**src/rtl/strobe_decoder.sv**
```systemverilog
// strobe_decoder: clocked, parametrised address-to-select decoder with a
// req/ready handshake and a timed, active-low select strobe.
//
// A transaction runs IDLE -> SETUP -> ACTIVE -> HOLD -> IDLE. SETUP and HOLD
// are skipped when their cycle counts are zero. During ACTIVE the select line
// of the latched address is held low for PULSE_CYC cycles.
//
// Ports:
//   clk    in   system clock, rising-edge active
//   reset  in   synchronous active-high reset
//   req    in   request, accepted when ready is high
//   addr   in   select address, latched on accept
//   _en    in   active-low enable; high at accept suppresses the strobe,
//               high during ACTIVE cuts the strobe short
//   ready  out  high in IDLE
//   busy   out  high in SETUP, ACTIVE and HOLD
//   _y     out  active-low one-cold selects
//   done   out  one-cycle pulse in the first IDLE cycle after a transaction
//   err    out  with done: latched address was >= NOUT
//   abort  out  with done: strobe was suppressed or cut short by _en
module strobe_decoder #(
  parameter int ABITS     = 4,
  parameter int NOUT      = 16,
  parameter int SETUP_CYC = 1,
  parameter int PULSE_CYC = 2,
  parameter int HOLD_CYC  = 1
) (
  input  logic             clk,
  input  logic             reset,
  input  logic             req,
  input  logic [ABITS-1:0] addr,
  input  logic             _en,
  output logic             ready,
  output logic             busy,
  output logic [NOUT-1:0]  _y,
  output logic             done,
  output logic             err,
  output logic             abort
);

  localparam int MAXC_SP = (SETUP_CYC > PULSE_CYC) ? SETUP_CYC : PULSE_CYC;
  localparam int MAXC    = (MAXC_SP > HOLD_CYC) ? MAXC_SP : HOLD_CYC;
  localparam int CW      = (MAXC > 1) ? $clog2(MAXC) : 1;

  localparam logic [CW-1:0] SETUP_RL = CW'((SETUP_CYC > 0) ? SETUP_CYC - 1 : 0);
  localparam logic [CW-1:0] PULSE_RL = CW'((PULSE_CYC > 0) ? PULSE_CYC - 1 : 0);
  localparam logic [CW-1:0] HOLD_RL  = CW'((HOLD_CYC > 0) ? HOLD_CYC - 1 : 0);

  localparam logic [ABITS:0]  NOUT_X = (ABITS + 1)'(NOUT);
  localparam logic [NOUT-1:0] ONE    = NOUT'(1);

  typedef enum logic [1:0] {
    S_IDLE,
    S_SETUP,
    S_ACTIVE,
    S_HOLD
  } state_e;

  state_e           state_q, state_d;
  logic [CW-1:0]    cnt_q, cnt_d;
  logic [ABITS-1:0] sel_q, sel_d;
  logic             oor_q, oor_d;   // latched address out of range
  logic             sup_q, sup_d;   // strobe suppressed/aborted by _en

  logic             ready_q, ready_d;
  logic             busy_q, busy_d;
  logic [NOUT-1:0]  y_q, y_d;
  logic             done_q, done_d;
  logic             err_q, err_d;
  logic             abort_q, abort_d;

  // Next-state and next-output logic. Outputs are computed from the next
  // state so that each output is a plain flop and never glitches.
  always_comb begin
    state_d = state_q;
    cnt_d   = cnt_q;
    sel_d   = sel_q;
    oor_d   = oor_q;
    sup_d   = sup_q;

    unique case (state_q)
      S_IDLE: begin
        if (req) begin
          sel_d = addr;
          oor_d = ({1'b0, addr} >= NOUT_X);
          sup_d = _en;
          if (SETUP_CYC > 0) begin
            state_d = S_SETUP;
            cnt_d   = SETUP_RL;
          end else begin
            state_d = S_ACTIVE;
            cnt_d   = PULSE_RL;
          end
        end
      end
      S_SETUP: begin
        if (cnt_q == '0) begin
          state_d = S_ACTIVE;
          cnt_d   = PULSE_RL;
        end else begin
          cnt_d = cnt_q - 1'b1;
        end
      end
      S_ACTIVE: begin
        // A live strobe is cut short by _en; an already suppressed or
        // out-of-range transaction just runs out its full timeline.
        if ((_en && !sup_q && !oor_q) || (cnt_q == '0)) begin
          if (_en && !sup_q && !oor_q) sup_d = 1'b1;
          if (HOLD_CYC > 0) begin
            state_d = S_HOLD;
            cnt_d   = HOLD_RL;
          end else begin
            state_d = S_IDLE;
            cnt_d   = '0;
          end
        end else begin
          cnt_d = cnt_q - 1'b1;
        end
      end
      S_HOLD: begin
        if (cnt_q == '0) begin
          state_d = S_IDLE;
          cnt_d   = '0;
        end else begin
          cnt_d = cnt_q - 1'b1;
        end
      end
      default: begin
        state_d = S_IDLE;
        cnt_d   = '0;
      end
    endcase

    ready_d = (state_d == S_IDLE);
    busy_d  = !ready_d;
    done_d  = ready_d && (state_q != S_IDLE);
    err_d   = done_d && oor_d;
    abort_d = done_d && sup_d;
    y_d     = '1;
    if ((state_d == S_ACTIVE) && !sup_d && !oor_d) y_d = ~(ONE << sel_d);
  end

  always_ff @(posedge clk) begin
    if (reset) begin
      state_q <= S_IDLE;
      cnt_q   <= '0;
      sel_q   <= '0;
      oor_q   <= 1'b0;
      sup_q   <= 1'b0;
      ready_q <= 1'b1;
      busy_q  <= 1'b0;
      y_q     <= '1;
      done_q  <= 1'b0;
      err_q   <= 1'b0;
      abort_q <= 1'b0;
    end else begin
      state_q <= state_d;
      cnt_q   <= cnt_d;
      sel_q   <= sel_d;
      oor_q   <= oor_d;
      sup_q   <= sup_d;
      ready_q <= ready_d;
      busy_q  <= busy_d;
      y_q     <= y_d;
      done_q  <= done_d;
      err_q   <= err_d;
      abort_q <= abort_d;
    end
  end

  assign ready = ready_q;
  assign busy  = busy_q;
  assign _y    = y_q;
  assign done  = done_q;
  assign err   = err_q;
  assign abort = abort_q;

endmodule
```
**config.mk**
```make
export PLATFORM = sky130hd
export DESIGN_NAME = strobe_decoder
export DESIGN_NICKNAME = d
export VERILOG_FILES = /design/src/rtl/strobe_decoder.sv
export SDC_FILE = /design/constraint.sdc
export NUM_CORES = 1
export LEC_CHECK = 0
export CAP_MARGIN = 10
export CORE_ASPECT_RATIO = 0.7
export CORE_MARGIN = 1
export CORE_UTILIZATION = 50
export CTS_CLUSTER_SIZE = 28
export DETAILED_ROUTE_END_ITERATION = 7
export DONT_BUFFER_PORTS = 1
export PLACE_DENSITY = 0.68
export SLEW_MARGIN = 20
export SYNTH_ARGS = -nofsm -noshare
export SYNTH_HDL_FRONTEND = slang
export SYNTH_SLANG_ARGS = --single-unit
```
**constraint.sdc**
```tcl
create_clock -name clk -period 1.54 [get_ports clk]
set_clock_uncertainty 0.15 [all_clocks]
set_input_delay 0.154 -clock clk [delete_from_list [all_inputs] [get_ports clk]]
set_output_delay 0.154 -clock clk [all_outputs]
set_load 0.01 [all_outputs]
```
==> results of run 1 <==
## power by group
group          leakage [nW]  switching [mW]  internal (mW)
Clock                0.0353           0.259          0.221
Combinational         0.340           0.354          0.394
Sequential            0.245          0.0651          0.834
Total                 0.621           0.678           1.45
## cell usage in the layout (no fill, tap or decap), types with 2 or more instances in the layout
cell type	netlist	layout
nor3_1	3	2
nor2b_1	4	4
buf_12	0	2
buf_4	1	11
buf_6	3	6
nor2_4	0	3
nor2_2	0	4
inv_1	3	3
nor2_1	22	15
dfxtp_1	30	28
nand4_1	16	16
mux2i_4	0	6
mux2_2	3	3
mux2i_1	6	2
nand2_1	5	5
dlygate4sd3_1	0	6
clkbuf_4	0	5
nor4b_4	0	2
## flip-flops by register name (all words and copies together) (netlist names)
register and flops:
oor_q 1, cnt_q 1, err 1, busy 1
ready 1, abort 1, _y 16, sup_q 1
sel_q 4, state_q 2, done 1
## final cells by class
type,instances,area (µm²)
clock buffers,7,55.1
clock inverters,1,5.00
fillers,160,538
inverters,3,11.3
multi-input cells,76,662
flip-flops and latches,30,606
well taps,32,40.0
repair buffers,26,255
## worst max path at each step
| stage | cells after the start | slack (ns) | endpoint | startpoint |
|---|---|---|---|---|
| final | 6 | -0.16 | _y[3] | state_q[0] |
| after global routing | 6 | -0.24 | _y[3] | state_q[0] |
| after CTS | 5 | -0.09 | _y[3] | state_q[1] |
| after detailed placement | 6 | -0.1 | _y[3] | state_q[1] |
| after global placement | 6 | -0.08 | _y[11] | state_q[1] |
| after floorplan | 6 | -0.07 | _y[3] | state_q[1] |
## critical path: stages, from the launching register on
cell	delay, ns
dfxtp_4	0.38
nor3b_4	0.25
buf_6	0.15
buf_6	0.12
mux2_4	0.34
nor2_4	0.09
nand4_1	0.10
## logic make-up (layout without fill, tap and decap cells)
logic type,after synthesis,count (layout),share of synthesized area [%]
AND/OR/NAND/NOR,58,58,27.6
flip-flops,30,30,51.5
buffers and inverters,8,37,4.83
multiplexers,12,12,11.4
AO/OA/AOI/OAI,6,6,4.72
## repair_timing
item | 4_1_cts | 5_1_grt
setup endpoints to repair | 18 | 23
pin swaps | 1 | 4
cloned | 0 | 1
gates resized for setup | 5 | 30
endpoints found under the hold margin | 22 | 0
hold buffers | 6 | 0
setup buffers | 0 | 4
## metrics by stage
stage | power (mW) | hold slack, ns | cells | setup WS, ns
after floorplan | 1.25 | 0.151 | 114 | -0.0713
after global placement | 1.42 | 0.0789 | 157 | -0.0799
after detailed placement | 1.43 | 0.0809 | 157 | -0.0953
after CTS | 1.93 | 0.00309 | 171 | -0.0908
after global routing | 2.24 | 0.0428 | 175 | -0.236
final | 2.13 | 0.0199 | 175 | -0.160
## metal layers
metal  vias up  routed length (µm)  global-route usage (%)
met5         -                   0                       0
li1        455                   -                       -
met1       443                1310                    32.9
met4         0                  52                    8.37
met3         9                 170                    8.64
met2        34                1220                    29.3
==> flow_metrics.py, run 1 <==
metrics = {
    "setup_path": {
        "critPathKind": "reg -> reg",
        "rr_startpoint": "state_q[0]",
        "worstSetupEndpointType": "flip-flop",
        "rr_worst_depth": 6,
        "cp.arrival_ns": 1.76,
        "timing.rr.end": "_y[3]",
        "rrSetupSlack_ns": -0.16,
        "cp_max_fo": 4,
        "cp.required_ns": 1.60,
        "crit_path_start_kind": "flip-flop",
    },
    "clock_network": {
        "numCtsBuffers": 5,
        "clk_path_buf_depth": 2,
        "cts-root-buf": "clkbuf_4",
        "htreeDepth": 2,
        "cts.sink_count": 30,
        "cts_tree": "done",
        "clk_pin_slew_ns": 0.09,
        "clkLatencyLatePin_ns": 0.33,
    },
    "route": {
        "totalWireLength_um": 2750,
        "drtIter0Drc": 34,
        "drc": 0,
        "first_pass_iters": 4,
        "vias": 941,
        "detail-route-antenna-nets": 0,
        "vias_per_cell": 5.38,
        "wl_per_cell_um": 15.7,
    },
    "timing": {
        "setup_viol": 18,
        "max_slew.worst_pin.slew_ns": 0.376,
        "hold_viol": 0,
        "fin_setup_tns_ns": -1.93,
        "rsz0062_at_grt": "true",
        "fin_ws_ns": -0.160,
        "fin_crit_sh_pct": 110,
        "clock.fmax_ghz": 0.588,
        "slew_violations": 0,
        "slew_headroom_pct": 74.9,
        "fin_crit_ns": 1.70,
    },
    "synthesis": {
        "synth_commonest_cells": "dfxtp_1, nor2_1, nand4_1",
        "synth_largest_area_cell": "dfxtp_1",
        "synthCells": 114,
        "synth_flop_cell": "dfxtp_1",
        "synth_edf_count": 0,
        "synth_top_area_share_pct": 51.5,
        "synthArstFlopShare_pct": 0,
        "syn_area_per_cell_um2": 10.2,
        "ys_ff_latch": 30,
        "syn-cell-area_um2": 1170,
        "synthDistinctLibCells": 28,
        "yosysWarnings": 0,
        "synth.most_common_cell": "dfxtp_1",
        "yosys-top-cells-area": "dfxtp_1, nand4_1, nor2_1",
        "syn_nets": 122,
        "synth_seq_area_share_pct": 51.5,
    },
    "hold_path": {
        "holdPathStages": 3,
        "holdPathEnd": "sup_q",
        "hp-class": "in -> reg",
        "hp-start": "_en",
    },
    "grt": {
        "grt_pass1_vias": 862,
        "grt_usage_pct": 22.5,
        "grt_max_degree": 17,
        "grt-ovfl-total": 0,
        "antenna_found_initial": 0,
        "grt_pass1_wl_um": 4030,
    },
    "flow_run": {
        "cap_viol_max_count": 0,
    },
    "floorplan": {
        "core_area_um2": 2170,
        "die_area_um2": 2530,
        "fp.dieH_um": 42.4,
        "rows": 14,
        "initial_core_util_pct": 53.7,
        "die_w_um": 59.7,
        "io-pin-count": 29,
    },
    "power": {
        "ir_drop_uv": 725,
        "p_leak_nw": 0.621,
        "power.density_nw_per_um2": 1300,
    },
    "cells_and_area": {
        "drive_above_1_share_pct": 39.2,
        "fin_util_pct": 75.2,
        "finish.net_count": 150,
        "syn_to_final_growth_pct": 40.1,
        "antenna_cells": 0,
        "stdcell_area_um2": 1630,
    },
    "status": {
        "status": "finished, violations left",
        "failed_checks": "setup timing",
    },
    "place": {
        "dp_hpwl_um": 1660,
        "place_area_um2": 1320,
        "port_buffers": 0,
        "place_congestion": 0.821,
    },
}
Note: power is estimated with default switching activity, not from simulation.
==> inputs of run 2 (changes only) <==
CTS_BUF_LIST = sky130_fd_sc_hd__clkbuf_8   (was unset)
==> run 2 against run 1 <==
Clock-buffer cell count decreased by 1. Flip-flop and latch count unchanged. Clock power increased by 31%. Maximum frequency increased by 1.3%. The flow still finishes with violations (setup timing). Setup slack improved by 0.022 ns. Final cell count decreased by 1.1%. Core utilization decreased by 2.2 points. Register-to-register slack improved by 0.02 ns. Largest power group unchanged.
==> flow_metrics.py, run 2 (synthesis results as in run 1) <==
metrics = {
    "timing": {
        "slew_violations": 0,
        "fin_crit_ns": 1.68,
        "fin_crit_sh_pct": 109,
        "hold_viol": 0,
        "rsz0062_at_grt": "true",
        "slew_headroom_pct": 74.6,
        "max_slew.worst_pin.slew_ns": 0.371,
        "clock.fmax_ghz": 0.596,
        "setup_viol": 21,
        "fin_ws_ns": -0.138,
    },
    "grt": {
        "grt_usage_pct": 22.6,
        "grt_pass1_wl_um": 4050,
        "grt_most_used_layer": "met1",
        "grt_pass1_vias": 866,
        "grt-ovfl-total": 0,
        "grtUsageMet1_pct": 32.8,
        "globalRouteMet3Util_pct": 8.02,
        "grt_max_degree": 17,
        "grt_util_met2_pct": 29.1,
        "antenna_found_initial": 0,
    },
    "cells_and_area": {
        "syn_to_final_growth_pct": 35.9,
        "largest_reg_flops": 16,
        "final_common_cell": "dfxtp_1",
        "antenna_cells": 0,
        "finish.net_count": 148,
        "layout_common_cells": "dfxtp_1, nor2_1, nand4_1",
        "fin_util_pct": 73.0,
        "stdcell_area_um2": 1590,
        "fillCellCount": 173,
        "drive_above_1_share_pct": 38.3,
    },
    "clock_network": {
        "cts_tree": "done",
        "clk_pin_slew_ns": 0.06,
        "numCtsBuffers": 5,
        "clk_path_buf_depth": 2,
        "clkLatencyLatePin_ns": 0.28,
        "cts.sink_count": 30,
        "cts-root-buf": "clkbuf_8",
        "htreeDepth": 2,
    },
    "route": {
        "vias": 933,
        "vias_per_cell": 5.39,
        "wl_per_cell_um": 14.7,
        "detail-route-antenna-nets": 0,
        "drc": 0,
        "first_pass_iters": 4,
        "totalWireLength_um": 2550,
        "drtIter0Drc": 32,
    },
    "hold_path": {
        "hp-class": "in -> reg",
    },
    "setup_path": {
        "worstSetupEndpointType": "flip-flop",
        "cp.arrival_ns": 1.75,
        "cp.required_ns": 1.61,
        "crit_path_start_kind": "flip-flop",
        "cp_max_fo": 5,
        "critPathKind": "reg -> reg",
    },
    "place": {
        "place_congestion": 0.821,
        "port_buffers": 0,
        "place_area_um2": 1320,
        "dp_hpwl_um": 1660,
    },
    "power": {
        "power.density_nw_per_um2": 1380,
        "ir_drop_uv": 783,
        "p_leak_nw": 0.618,
    },
    "floorplan": {
        "die_area_um2": 2530,
        "rows": 14,
        "initial_core_util_pct": 53.7,
        "io-pin-count": 29,
        "die_w_um": 59.7,
        "fp.dieH_um": 42.4,
        "core_area_um2": 2170,
    },
    "flow_run": {
        "cap_viol_max_count": 0,
    },
    "status": {
        "failed_checks": "setup timing",
        "status": "finished, violations left",
    },
}
==> run 2: cell count changes in the layout (fill, tap and decap cells not counted), sizes merged <==
cell / change
dlygate4sd3: -1
clkbuf: -1
inv: +1
buf: -1
==> run 2: critical path, cell delays in order, from the launching register on <==
cell,delay [ns]
dfxtp_2,0.36
nor3b_4,0.32
buf_6,0.16
buf_4,0.14
mux2i_2,0.28
nor2_1,0.11
nand4_1,0.10
==> run 2: cell type report <==
| class | count | area, µm² | share of cell area (%) |
|---|---|---|---|
| Inverter | 3 | 11.3 | 0.710 |
| Sequential cell | 30 | 606 | 38.2 |
| Clock buffer | 6 | 82.6 | 5.21 |
| Clock inverter | 2 | 8.76 | 0.552 |
| Timing Repair Buffer | 24 | 236 | 14.9 |
| Multi-Input combinational cell | 76 | 601 | 37.9 |
| Tap cell | 32 | 40.0 | 2.53 |
==> run 2: timing repair <==
action | CTS | global route
pin swaps | 3 | 1
endpoints found under the hold margin | 10 | 0
cloned | 0 | 1
hold buffers | 5 | 0
endpoints found under the setup margin | 16 | 23
gates resized for setup | 11 | 13
setup buffers | 0 | 2
==> run 2: through the flow <==
stage                     cells  power (mW)  hold slack [ns]  TNS (ns)  setup slack (ns)
after floorplan             114        1.25            0.151    -0.827           -0.0713
final                       173        2.19           0.0118     -1.82            -0.138
after detailed placement    157        1.43           0.0809     -1.17           -0.0953
after global placement      157        1.42           0.0789     -1.11           -0.0799
after CTS                   170        2.11           0.0261     -1.21           -0.0967
after global routing        173        2.31           0.0101     -3.35            -0.225
==> run 2: path summary, 6_finish.rpt <==
kind | end | slack, ns | cells after the start | startpoint
worst max-delay path | _y[1] | -0.14 | 6 | state_q[0]
worst min-delay path | _y[5] | 0.01 | 3 | addr[3]
worst max register to register | _y[1] | -0.14 | 6 | state_q[0]
worst min register to register | err | 0.40 | 2 | oor_q
==> run 2: power breakdown <==
part | total, mW | internal (mW) | switching, mW
Sequential | 0.897 | 0.835 | 0.0615
Combinational | 0.665 | 0.351 | 0.314
Clock | 0.630 | 0.353 | 0.278
Total | 2.19 | 1.54 | 0.654
==> run 2: routing by layer <==
metal,routed length [µm],vias up,part of all wire (%)
li1,-,454,-
met1,1230,439,48
met2,1100,32,43
met3,156,8,6.1
met4,56,0,2.2
met5,0,-,0
